`src/rtl/fetch_pc_stage_pkg.sv`:
```
// fetch_pc_stage_pkg: shared fetch-stage state encoding and PC defaults.
package fetch_pc_stage_pkg;
    typedef enum logic [1:0] {RUN, RECOVER, HALTED} state_t;
    localparam int          PC_W_DEF     = 64;
    localparam logic [63:0] RESET_PC_DEF = 64'h0;
endpackage

```
`src/rtl/fetch_pc_stage_sat_counter.sv`:
```
// sat_counter: event counter that sticks at all-ones and can be frozen.
module sat_counter #(
    parameter int CNT_W = 32
) (
    input  logic             clk,
    input  logic             rst,
    input  logic             inc,
    input  logic             freeze,
    output logic [CNT_W-1:0] cnt_o
);
    logic [CNT_W-1:0] r_cnt;
    always_ff @(posedge clk) begin
        if (rst) r_cnt <= '0;
        else if (inc && !freeze && !(&r_cnt)) r_cnt <= r_cnt + CNT_W'(1);
    end
    assign cnt_o = r_cnt;
endmodule

```
`src/rtl/fetch_pc_stage.sv`:
```
// fetch_pc_stage: registered fetch PC with redirect/stall/bubble selection,
// halt state, valid flag and saturating stall/redirect counters.
module fetch_pc_stage
    import fetch_pc_stage_pkg::*;
#(
    parameter int              PC_W     = PC_W_DEF,
    parameter logic [PC_W-1:0] RESET_PC = PC_W'(RESET_PC_DEF),
    parameter int              CNT_W    = 32
) (
    input  logic             clk,
    input  logic             rst,
    input  logic             stall_i,
    input  logic             bubble_i,
    input  logic             halt_i,
    input  logic [PC_W-1:0]  pred_pc_i,
    input  logic             redir_m_i,
    input  logic [PC_W-1:0]  redir_m_pc_i,
    input  logic             redir_w_i,
    input  logic [PC_W-1:0]  redir_w_pc_i,
    output logic [PC_W-1:0]  pc_o,
    output logic             pc_valid_o,
    output logic             halted_o,
    output logic [CNT_W-1:0] stall_cnt_o,
    output logic [CNT_W-1:0] redir_cnt_o
);
    state_t          r_state, w_next;
    logic [PC_W-1:0] r_pc, w_pc;
    logic            r_valid, w_valid;
    logic            w_halted, w_redir, w_stall;
    assign w_halted = r_state == HALTED;
    assign w_redir  = !w_halted && !halt_i && (redir_m_i || redir_w_i);
    // A redirect in the same cycle swallows the stall, so it is not counted.
    assign w_stall  = !w_halted && !halt_i && !redir_m_i && !redir_w_i && stall_i;
    always_comb begin
        w_next  = r_state;
        w_pc    = r_pc;
        w_valid = r_valid;
        if (w_halted) begin
            w_next = HALTED;
        end else if (halt_i) begin
            w_next  = HALTED;
            w_valid = 1'b0;
        end else if (w_redir) begin
            w_next  = RECOVER;
            w_pc    = redir_m_i ? redir_m_pc_i : redir_w_pc_i;
            w_valid = 1'b1;
        end else begin
            w_next  = RUN;
            w_pc    = (stall_i || bubble_i) ? r_pc : pred_pc_i;
            w_valid = stall_i ? r_valid : !bubble_i;
        end
    end
    always_ff @(posedge clk) begin
        if (rst) begin
            r_state <= RUN;
            r_pc    <= RESET_PC;
            r_valid <= 1'b1;
        end else begin
            r_state <= w_next;
            r_pc    <= w_pc;
            r_valid <= w_valid;
        end
    end
    sat_counter #(.CNT_W(CNT_W)) u_stall_cnt (
        .clk(clk), .rst(rst), .inc(w_stall), .freeze(w_halted), .cnt_o(stall_cnt_o)
    );
    sat_counter #(.CNT_W(CNT_W)) u_redir_cnt (
        .clk(clk), .rst(rst), .inc(w_redir), .freeze(w_halted), .cnt_o(redir_cnt_o)
    );
    assign pc_o       = r_pc;
    assign pc_valid_o = r_valid;
    assign halted_o   = w_halted;
endmodule
```
`config.mk`:
```
export PLATFORM = sky130hd
export DESIGN_NAME = fetch_pc_stage
export DESIGN_NICKNAME = d
export VERILOG_FILES = /design/src/rtl/fetch_pc_stage_pkg.sv /design/src/rtl/fetch_pc_stage_sat_counter.sv /design/src/rtl/fetch_pc_stage.sv
export SDC_FILE = /design/constraint.sdc
export NUM_CORES = 1
export LEC_CHECK = 0
export ABC_AREA = 1
export BUFFER_PORTS_ARGS = -buffer_cell sky130_fd_sc_hd__buf_2
export CAP_MARGIN = 20
export CORE_ASPECT_RATIO = 0.6
export CORE_UTILIZATION = 48
export DETAILED_ROUTE_END_ITERATION = 16
export GPL_ROUTABILITY_DRIVEN = 1
export PLACE_DENSITY = 0.88
export SYNTH_ARGS = -nofsm -noshare
export SYNTH_HDL_FRONTEND = slang
export SYNTH_SLANG_ARGS = --single-unit
export TNS_END_PERCENT = 5
```
`constraint.sdc`:
```
create_clock -name clk -period 1.98 [get_ports clk]
set_clock_uncertainty 0.15 [all_clocks]
set_input_delay 0.198 -clock clk [delete_from_list [all_inputs] [get_ports clk]]
set_output_delay 0.198 -clock clk [all_outputs]
set_load 0.01 [all_outputs]
```
==> results.md, run 1 <==
- Die X: around 160 um
- Failing checks: hold timing
- Most frequent cells in the layout: nand2_1 (374), buf_2 (328), nor2_1 (143)
- CTS Sinks: around 130
- Final Cycle Share: between 90 and 100%
- Placed insts: between 1500 and 2000
- H-tree depth: 4
- Clk Tree Root Cell: clkbuf_16
- Routed wire length: approximately 28000 um
- Worst r2r path cells: 9
- DR iter-0 viols: 954
- Syn Std Cell Area: approximately 7300 um^2
- Reg clk slew, reported paths: 60 ps
- CP endpoint kind: flop
- CP delay by family, top: simple AND/OR/NAND/NOR gates
- Final hold violations: 1
- Layout overhead on the synthesized area: 45.3%
- WHS: -8.24 ps
- Initial antenna violation count: 0
- Slew margin rel.: between 70% and 80%
- N_diodes: 0
- Share of cells above drive strength 1: about 28%
- Post-route cell area: approximately 11000 um^2
- Finished Layout Cells: roughly 1800
- Top Ports: ~330
- FFs w/ async S/R, synth: 0%
- Reg2Reg Setup Slack: about 57 ps
- Vias in the first global route: a little under 9000
- Routed Antenna Nets: 0
- Register area share after synthesis: a little over a third
- Reg-to-Reg End: u_stall_cnt.cnt_o[26]$_SDFFE_PP0P_
- Worst path bufs/invs: 1
- Max clock buf depth: 2
- Max-cap violations: 0
- Post-Place Cell Area: 9220 um^2
- Die ar.: ~16000 um^2
- Dpl hpwl: ~18000 um
- EDFF count, synth: 0
- Synth unique cells: 30
- Pwr Total: about 7.2 mW
- Slowest cell on the critical path: dfxtp_2
- Peak VDD IR: 0.000492 V
- WP depth: 9
- Die Span Y: around 98 um
- RePlAce Congestion: about 0.97
- Core region area: between 10000 and 15000 um^2
- Hold wc startpoint: pred_pc_i[26]
- Cells after synthesis: roughly 1200
- Hold path depth: 3
- Mean Syn Cell Area: 6.21 um^2
- Global-route wire length before repair: roughly 43000 um
- Min-Delay Endpoint: pc_o[26]$_SDFFE_PP0P_
- Dominant synthesized flop cell: dfxtp_1
- Final setup fails: 0
- Total global-route track usage: 34.5%
- Synthesized Nets: between 1000 and 1500
- Net count, final: approximately 1800
- GR Overflow Total: 0
- Arrival time at the worst endpoint: roughly 2100 ps
- R2R Path Start: u_stall_cnt.cnt_o[0]$_SDFFE_PP0P_
- DRC Markers: 0
- CP Cell Sequence: ha_2, nand2_1, nor2_4, nand2_2, nor2_2, nand3_4, buf_8, a21oi_1, nor2_1
- FP Rows: 34
- Pre-antenna DRT Iters: 6
- Total number of vias: 9687
- Min-Delay Path Class: input port to flop
- WP data required: roughly 2100 ps
- Fillers: 1133
- Status: complete, but fails checks
- Kind of critical path: flop to flop
- Tightest Pin Transition: approximately 430 ps
- Sequential cell area: about 2600 um^2
- Drt wl/cell: roughly 16 um
- Vias per cell: about 5.5
- Maximum clock rate: 520 MHz
- Setup WS post-layout: approximately 57 ps
- Minimum clock period after layout: approximately 1900 ps
- Pre-CTS setup slack: about 84 ps
- Leakage: 5.11 nW
- Num CTS Buffers: 17
- Largest net degree at the start of global routing: 64
- Clock Latency Late Sink: approximately 420 ps
- CP peak stage delay: 360 ps
- Multi-input gate area: 4170 um^2
- Setup crit start kind: flop
- Synthesis-stage register bit count: 131
- Yosys warns: 0
- Commonest non-fill, non-tap cell in the layout: nand2_1
- RSZ-0062 raised after global routing: yes
- Final Max Slew Viols: 0
- Largest fanout on the critical path: 16
- Initial Util: 49.8%
- Power Density: between 600 and 700 nW/um^2
- Port Buf Inserts: around 330
- CTS tree: done
## stage by stage
| stage | hold WS, ps | setup TNS [ps] | utilization [%] |
|---|---|---|---|
| after floorplan | 117 | 0 | - |
| after global placement | 286 | 0 | 62.8 |
| after detailed placement | 291 | 0 | 62.8 |
| after CTS | 0.159 | 0 | 71.7 |
| after global routing | 10.5 | -819 | 72.4 |
| final | -8.24 | 0 | 72.4 |
## how the worst max path moves through the flow
stage | to | slack (ps) | from
after floorplan | u_redir_cnt.cnt_o[26]$_SDFFE_PP0P_ | 200 | u_redir_cnt.cnt_o[0]$_SDFFE_PP0P_
after global placement | u_stall_cnt.cnt_o[15]$_SDFFE_PP0P_ | 170 | u_stall_cnt.cnt_o[0]$_SDFFE_PP0P_
after detailed placement | u_stall_cnt.cnt_o[15]$_SDFFE_PP0P_ | 80 | u_stall_cnt.cnt_o[0]$_SDFFE_PP0P_
after CTS | u_stall_cnt.cnt_o[10]$_SDFFE_PP0P_ | 70 | u_stall_cnt.cnt_o[0]$_SDFFE_PP0P_
after global routing | u_stall_cnt.cnt_o[29]$_SDFFE_PP0P_ | -70 | u_stall_cnt.cnt_o[4]$_SDFFE_PP0P_
final | u_stall_cnt.cnt_o[26]$_SDFFE_PP0P_ | 60 | u_stall_cnt.cnt_o[0]$_SDFFE_PP0P_
## layout make-up
class                      count  share of cell area (%)
clock buffer                  21                    4.52
tap                          198                    2.33
sequential                   131                    24.7
timing repair buffer         429                    25.6
multi-input combinational    916                    39.2
clock inverter                11                    1.19
inverter                      66                    2.33
## cells by family after synthesis
| logic type | after synthesis | synth area share [%] |
|---|---|---|
| flip-flops | 131 | 35.9 |
| XOR/XNOR | 8 | 0.958 |
| buffers and inverters | 130 | 7.67 |
| adder cells (fa/ha/maj) | 2 | 0.342 |
| AO/OA/AOI/OAI | 225 | 15.9 |
| AND/OR/NAND/NOR | 681 | 39.2 |
## routing by layer
layer  vias up  share of wire (%)  GRT usage (%)
met5         -                  0              0
met4         0                3.9           16.7
met2       626                 44           54.8
li1       4603                  -              -
met1      4349                 41           43.5
met3       109                 11           9.01
## Yosys cell counts, types with 7 or more instances
library cell,n,area [um^2]
a31oi_1,21,131
dfxtp_1,131,2620
clkbuf_1,30,113
inv_2,7,26.3
nor2_2,7,43.8
nor2_1,148,556
a21oi_1,93,465
o21ai_0,108,541
nand2_1,377,1420
nand3_1,124,621
inv_1,58,218
nand4_1,7,43.8
buf_2,25,125
## registers in the layout, summed over array words and instances, names as in the netlist
name               flops
pc_o                  64
u_redir_cnt.cnt_o     32
u_stall_cnt.cnt_o     32
r_state                2
pc_valid_o             1
## worst register-to-register path, cell delays in order (launching register included)
cell	delay (ps)
dfxtp_2	360
ha_2	200
nand2_1	90
nor2_4	180
nand2_2	100
nor2_2	160
nand3_4	170
buf_8	210
a21oi_1	150
nor2_1	60
## power by group
| part | total [mW] | switching, mW | internal, mW |
|---|---|---|---|
| sequential | 2.82 | 0.0608 | 2.76 |
| combinational | 1.18 | 0.649 | 0.528 |
| clock | 3.23 | 1.24 | 1.99 |
| total | 7.23 | 1.95 | 5.28 |
## timing repair
| item | CTS | global route |
|---|---|---|
| setup buffers | 0 | 2 |
| resized for setup | 0 | 21 |
| hold buffers | 70 | 0 |
| setup endpoints to repair | 0 | 52 |
| endpoints found under the hold margin | 62 | 0 |
Power figures use the tool's default switching activity.
==> inputs of run 2 (changes only) <==
- ABC_AREA: 1 -> unset
- CORE_UTILIZATION: 48 -> 47
==> results.md, run 2 <==
- Status: complete, but fails checks (unchanged)
- Failing checks: hold timing, setup timing (was hold timing)
- Routed Antenna Nets: 0 (unchanged)
- WHS: -3.05 ps (was -8.24 ps)
- Share of the synthesized area in the top cell type: 38.9% (was 35.9%)
- Initial Util: 48.8% (was 49.8%)
- Largest fanout on the critical path: 5 (was 16)
- Hold wc startpoint: pred_pc_i[54] (was pred_pc_i[26])
- FP Rows: 33 (was 34)
- Tightest Pin Transition: 897 ps (was 426 ps)
- Top Ports: 329 (unchanged)
- Minimum clock period after layout: 2170 ps (was 1920 ps)
- Mean Syn Cell Area: 8.05 um^2 (was 6.21 um^2)
- Die Span Y: 94.8 um (was 97.6 um)
- Worst r2r path cells: 7 (was 9)
- Post-route cell area: 10900 um^2 (was 10600 um^2)
- Top cells by area, synth: dfxtp_1 (39%), mux2i_1 (9.8%), nand2_1 (8.8%) (was dfxtp_1 (36%), nand2_1 (19%), nand3_1 (8.5%))
- Clock Latency Late Sink: 410 ps (was 420 ps)
- Synthesis-stage register bit count: 131 (unchanged)
- Initial antenna violation count: 1 (was 0)
- Routed wire length: 25400 um (was 27600 um)
- Global-route wire length before repair: 37800 um (was 43400 um)
- Power Density: 683 nW/um^2 (was 680 nW/um^2)
- Final core occ: 78.7% (was 72.4%)
- Final Max Slew Viols: 0 (unchanged)
- RePlAce Congestion: 0.894 (was 0.973)
- Final hold violations: 2 (was 1)
- Maximum clock rate: 460 MHz (was 520 MHz)
- Vias in the first global route: 7729 (was 8890)
- GR Overflow Total: 0 (unchanged)
- Post-Place Cell Area: 9460 um^2 (was 9220 um^2)
- Min-Delay Endpoint: pc_o[54]$_SDFFE_PP0P_ (was pc_o[26]$_SDFFE_PP0P_)
- Port Buf Inserts: 328 (unchanged)
- Max reg flops: 64 (unchanged)
- Dpl hpwl: 17200 um (was 18500 um)
- Arrival time at the worst endpoint: 2310 ps (was 2070 ps)
- Dominant synthesized flop cell: dfxtp_1 (unchanged)
- Commonest non-fill, non-tap cell in the layout: buf_2 (was nand2_1)
- Layout overhead on the synthesized area: 61.2% (was 45.3%)
- Largest net degree at the start of global routing: 65 (was 64)
- RSZ-0062 raised after global routing: yes (unchanged)
- DRC Markers: 0 (unchanged)
- CP peak stage delay: 480 ps (was 360 ps)
- Total global-route track usage: 32.5% (was 34.5%)
- Die X: 157 um (was 161 um)
- DR iter-0 viols: 623 (was 954)
- Most frequent cells in the layout: buf_2 (326), nand2_1 (158), dfxtp_1 (118) (was nand2_1 (374), buf_2 (328), nor2_1 (143))
- Reg-to-Reg End: u_redir_cnt.cnt_o[21]$_SDFFE_PP0P_ (was u_stall_cnt.cnt_o[26]$_SDFFE_PP0P_)
- Leakage: 4.95 nW (was 5.11 nW)
- Die ar.: 14900 um^2 (was 15700 um^2)
- Net count, final: 1506 (was 1762)
- Max-cap violations: 0 (unchanged)
- Reg clk slew, reported paths: 60 ps (about the same)
- Min-Delay Path Class: input port to flop (unchanged)
- Synthesized Nets: 1039 (was 1378)
- Num CTS Buffers: 17 (unchanged)
- Syn Std Cell Area: 6750 um^2 (was 7310 um^2)
- Synth unique cells: 48 (was 30)
- H-tree depth: 4 (unchanged)
- Most common cell in the netlist: nand2_1 (unchanged)
- FFs w/ async S/R, synth: 0% (unchanged)
- Reg2Reg Setup Slack: -190 ps (was 60 ps)
- Setup crit start kind: flop (unchanged)
- R2R Path Start: u_redir_cnt.cnt_o[1]$_SDFFE_PP0P_ (was u_stall_cnt.cnt_o[0]$_SDFFE_PP0P_)
- Share of cells above drive strength 1: 42.2% (was 27.8%)
- CP Cell Sequence: ha_4, and4_4, or4bb_4, o21ai_4, buf_6, nor4_2, mux2_2 (was ha_2, nand2_1, nor2_4, nand2_2, nor2_2, nand3_4, buf_8, a21oi_1, nor2_1)
- Most instantiated cells after synthesis: nand2_1 (158), dfxtp_1 (131), a21oi_1 (106) (was nand2_1 (377), nor2_1 (148), dfxtp_1 (131))
- Final Cycle Share: 110% (was 97.1%)
- Hold path depth: 3 (unchanged)
- Final setup fails: 55 (was 0)
- EDFF count, synth: 0 (unchanged)
- Max clock buf depth: 2 (unchanged)
- CP endpoint kind: flop (unchanged)
- Slowest cell on the critical path: or4bb_4 (was dfxtp_2)
- Synth area leader: dfxtp_1 (unchanged)
- CTS Sinks: 131 (unchanged)
- Core region area: 13800 um^2 (was 14700 um^2)
- Slew margin rel.: 40.2% (was 71.6%)
- WP data required: 2120 ps (was 2130 ps)
- Vias per cell: 5.56 (was 5.47)
- CTS tree: done (unchanged)
- Pre-antenna DRT Iters: 5 (was 6)
- Peak VDD IR: 0.000627 V (was 0.000492 V)
- Register area share after synthesis: 38.9% (was 35.9%)
- Yosys warns: 0 (unchanged)
- Drt wl/cell: 16.8 um (was 15.6 um)
- Total number of vias: 8402 (was 9687)
- Setup WS post-layout: -193 ps (was 57.2 ps)
- Kind of critical path: flop to flop (unchanged)
- Clk Tree Root Cell: clkbuf_16 (unchanged)
- Cells after synthesis: 838 (was 1177)
-- run 2: stage by stage --
step / worst slack [ps] / std cells / TNS, ps / total power, mW
global route: -242 / 1511 / -13240 / 7.69
finish: -193 / 1511 / -6280 / 7.43
detailed placement: -329 / 1419 / -13900 / 3.91
CTS: -137 / 1502 / -3630 / 7.41
floorplan: -263 / 838 / -22460 / 3.41
global placement: -277 / 1419 / -9800 / 3.87
-- run 2: how the worst max path moves through the flow --
stage | start | endpoint | slack [ps] | depth (start not counted)
6_report | u_redir_cnt.cnt_o[1]$_SDFFE_PP0P_ | u_redir_cnt.cnt_o[21]$_SDFFE_PP0P_ | -190 | 7
4_1_cts | u_redir_cnt.cnt_o[1]$_SDFFE_PP0P_ | u_redir_cnt.cnt_o[21]$_SDFFE_PP0P_ | -140 | 7
5_1_grt | u_redir_cnt.cnt_o[1]$_SDFFE_PP0P_ | u_redir_cnt.cnt_o[26]$_SDFFE_PP0P_ | -240 | 6
3_5_place_dp | halt_i | u_stall_cnt.cnt_o[28]$_SDFFE_PP0P_ | -330 | 8
2_1_floorplan | u_stall_cnt.cnt_o[1]$_SDFFE_PP0P_ | u_stall_cnt.cnt_o[1]$_SDFFE_PP0P_ | -260 | 9
3_3_place_gp | u_redir_cnt.cnt_o[0]$_SDFFE_PP0P_ | u_redir_cnt.cnt_o[1]$_SDFFE_PP0P_ | -280 | 7
-- run 2: what timing repair did --
item                       in CTS  in global routing
cloned                          1                  3
pin swaps                      16                 27
resized for setup              34                 29
hold buffers                   47                  0
setup endpoints to repair     124                125
setup buffers                   4                  5
hold endpoints to repair       47                  0
-- run 2: final cells by class --
class / count / area [um^2]
diodes: 1 / 2.50
clock buffers: 19 / 433
clock inverters: 13 / 206
fillers: 925 / 2950
inverters: 8 / 35.0
multi-input cells: 639 / 4070
flip-flops and latches: 131 / 2640
well taps: 192 / 240
repair buffers: 508 / 3250
-- run 2: cells by family (layout without fill, tap and decap cells) --
logic type               Yosys count  count (layout)  share of synthesized area, %
AND/OR/NAND/NOR                  328             328                          23.9
AO/OA/AOI/OAI                    221             221                          19.8
flip-flops                       131             131                          38.9
multiplexers                      77              77                          11.6
buffers and inverters             68             548                          4.00
XOR/XNOR                          11              11                          1.43
adder cells (fa/ha/maj)            2               2                         0.371
other                              0               1                             0
-- run 2: critical path: cells and delay by family, from the launching register on --
kind | cells | cell delay, ps
AND/OR/NAND/NOR | 3 | 760
multiplexers | 1 | 270
adder cells (fa/ha/maj) | 1 | 140
buffers and inverters | 1 | 170
flip-flops | 1 | 350
AO/OA/AOI/OAI | 1 | 220
-- run 2: where the power goes --
group	total [mW]	leakage [nW]	switching [mW]	internal [mW]
clock	3.44	0.308	1.20	2.24
combinational	1.18	3.57	0.617	0.558
sequential	2.81	1.07	0.0609	2.75
-- run 2: per-layer routing --
metal  vias up  GRT usage (%)  routed length (um)
met3        63           6.61                1870
met2       393           55.9               12300
met5         -              0                   0
met1      3951           39.6               10400
met4         0           14.3                 817
li1       3995              -                   -
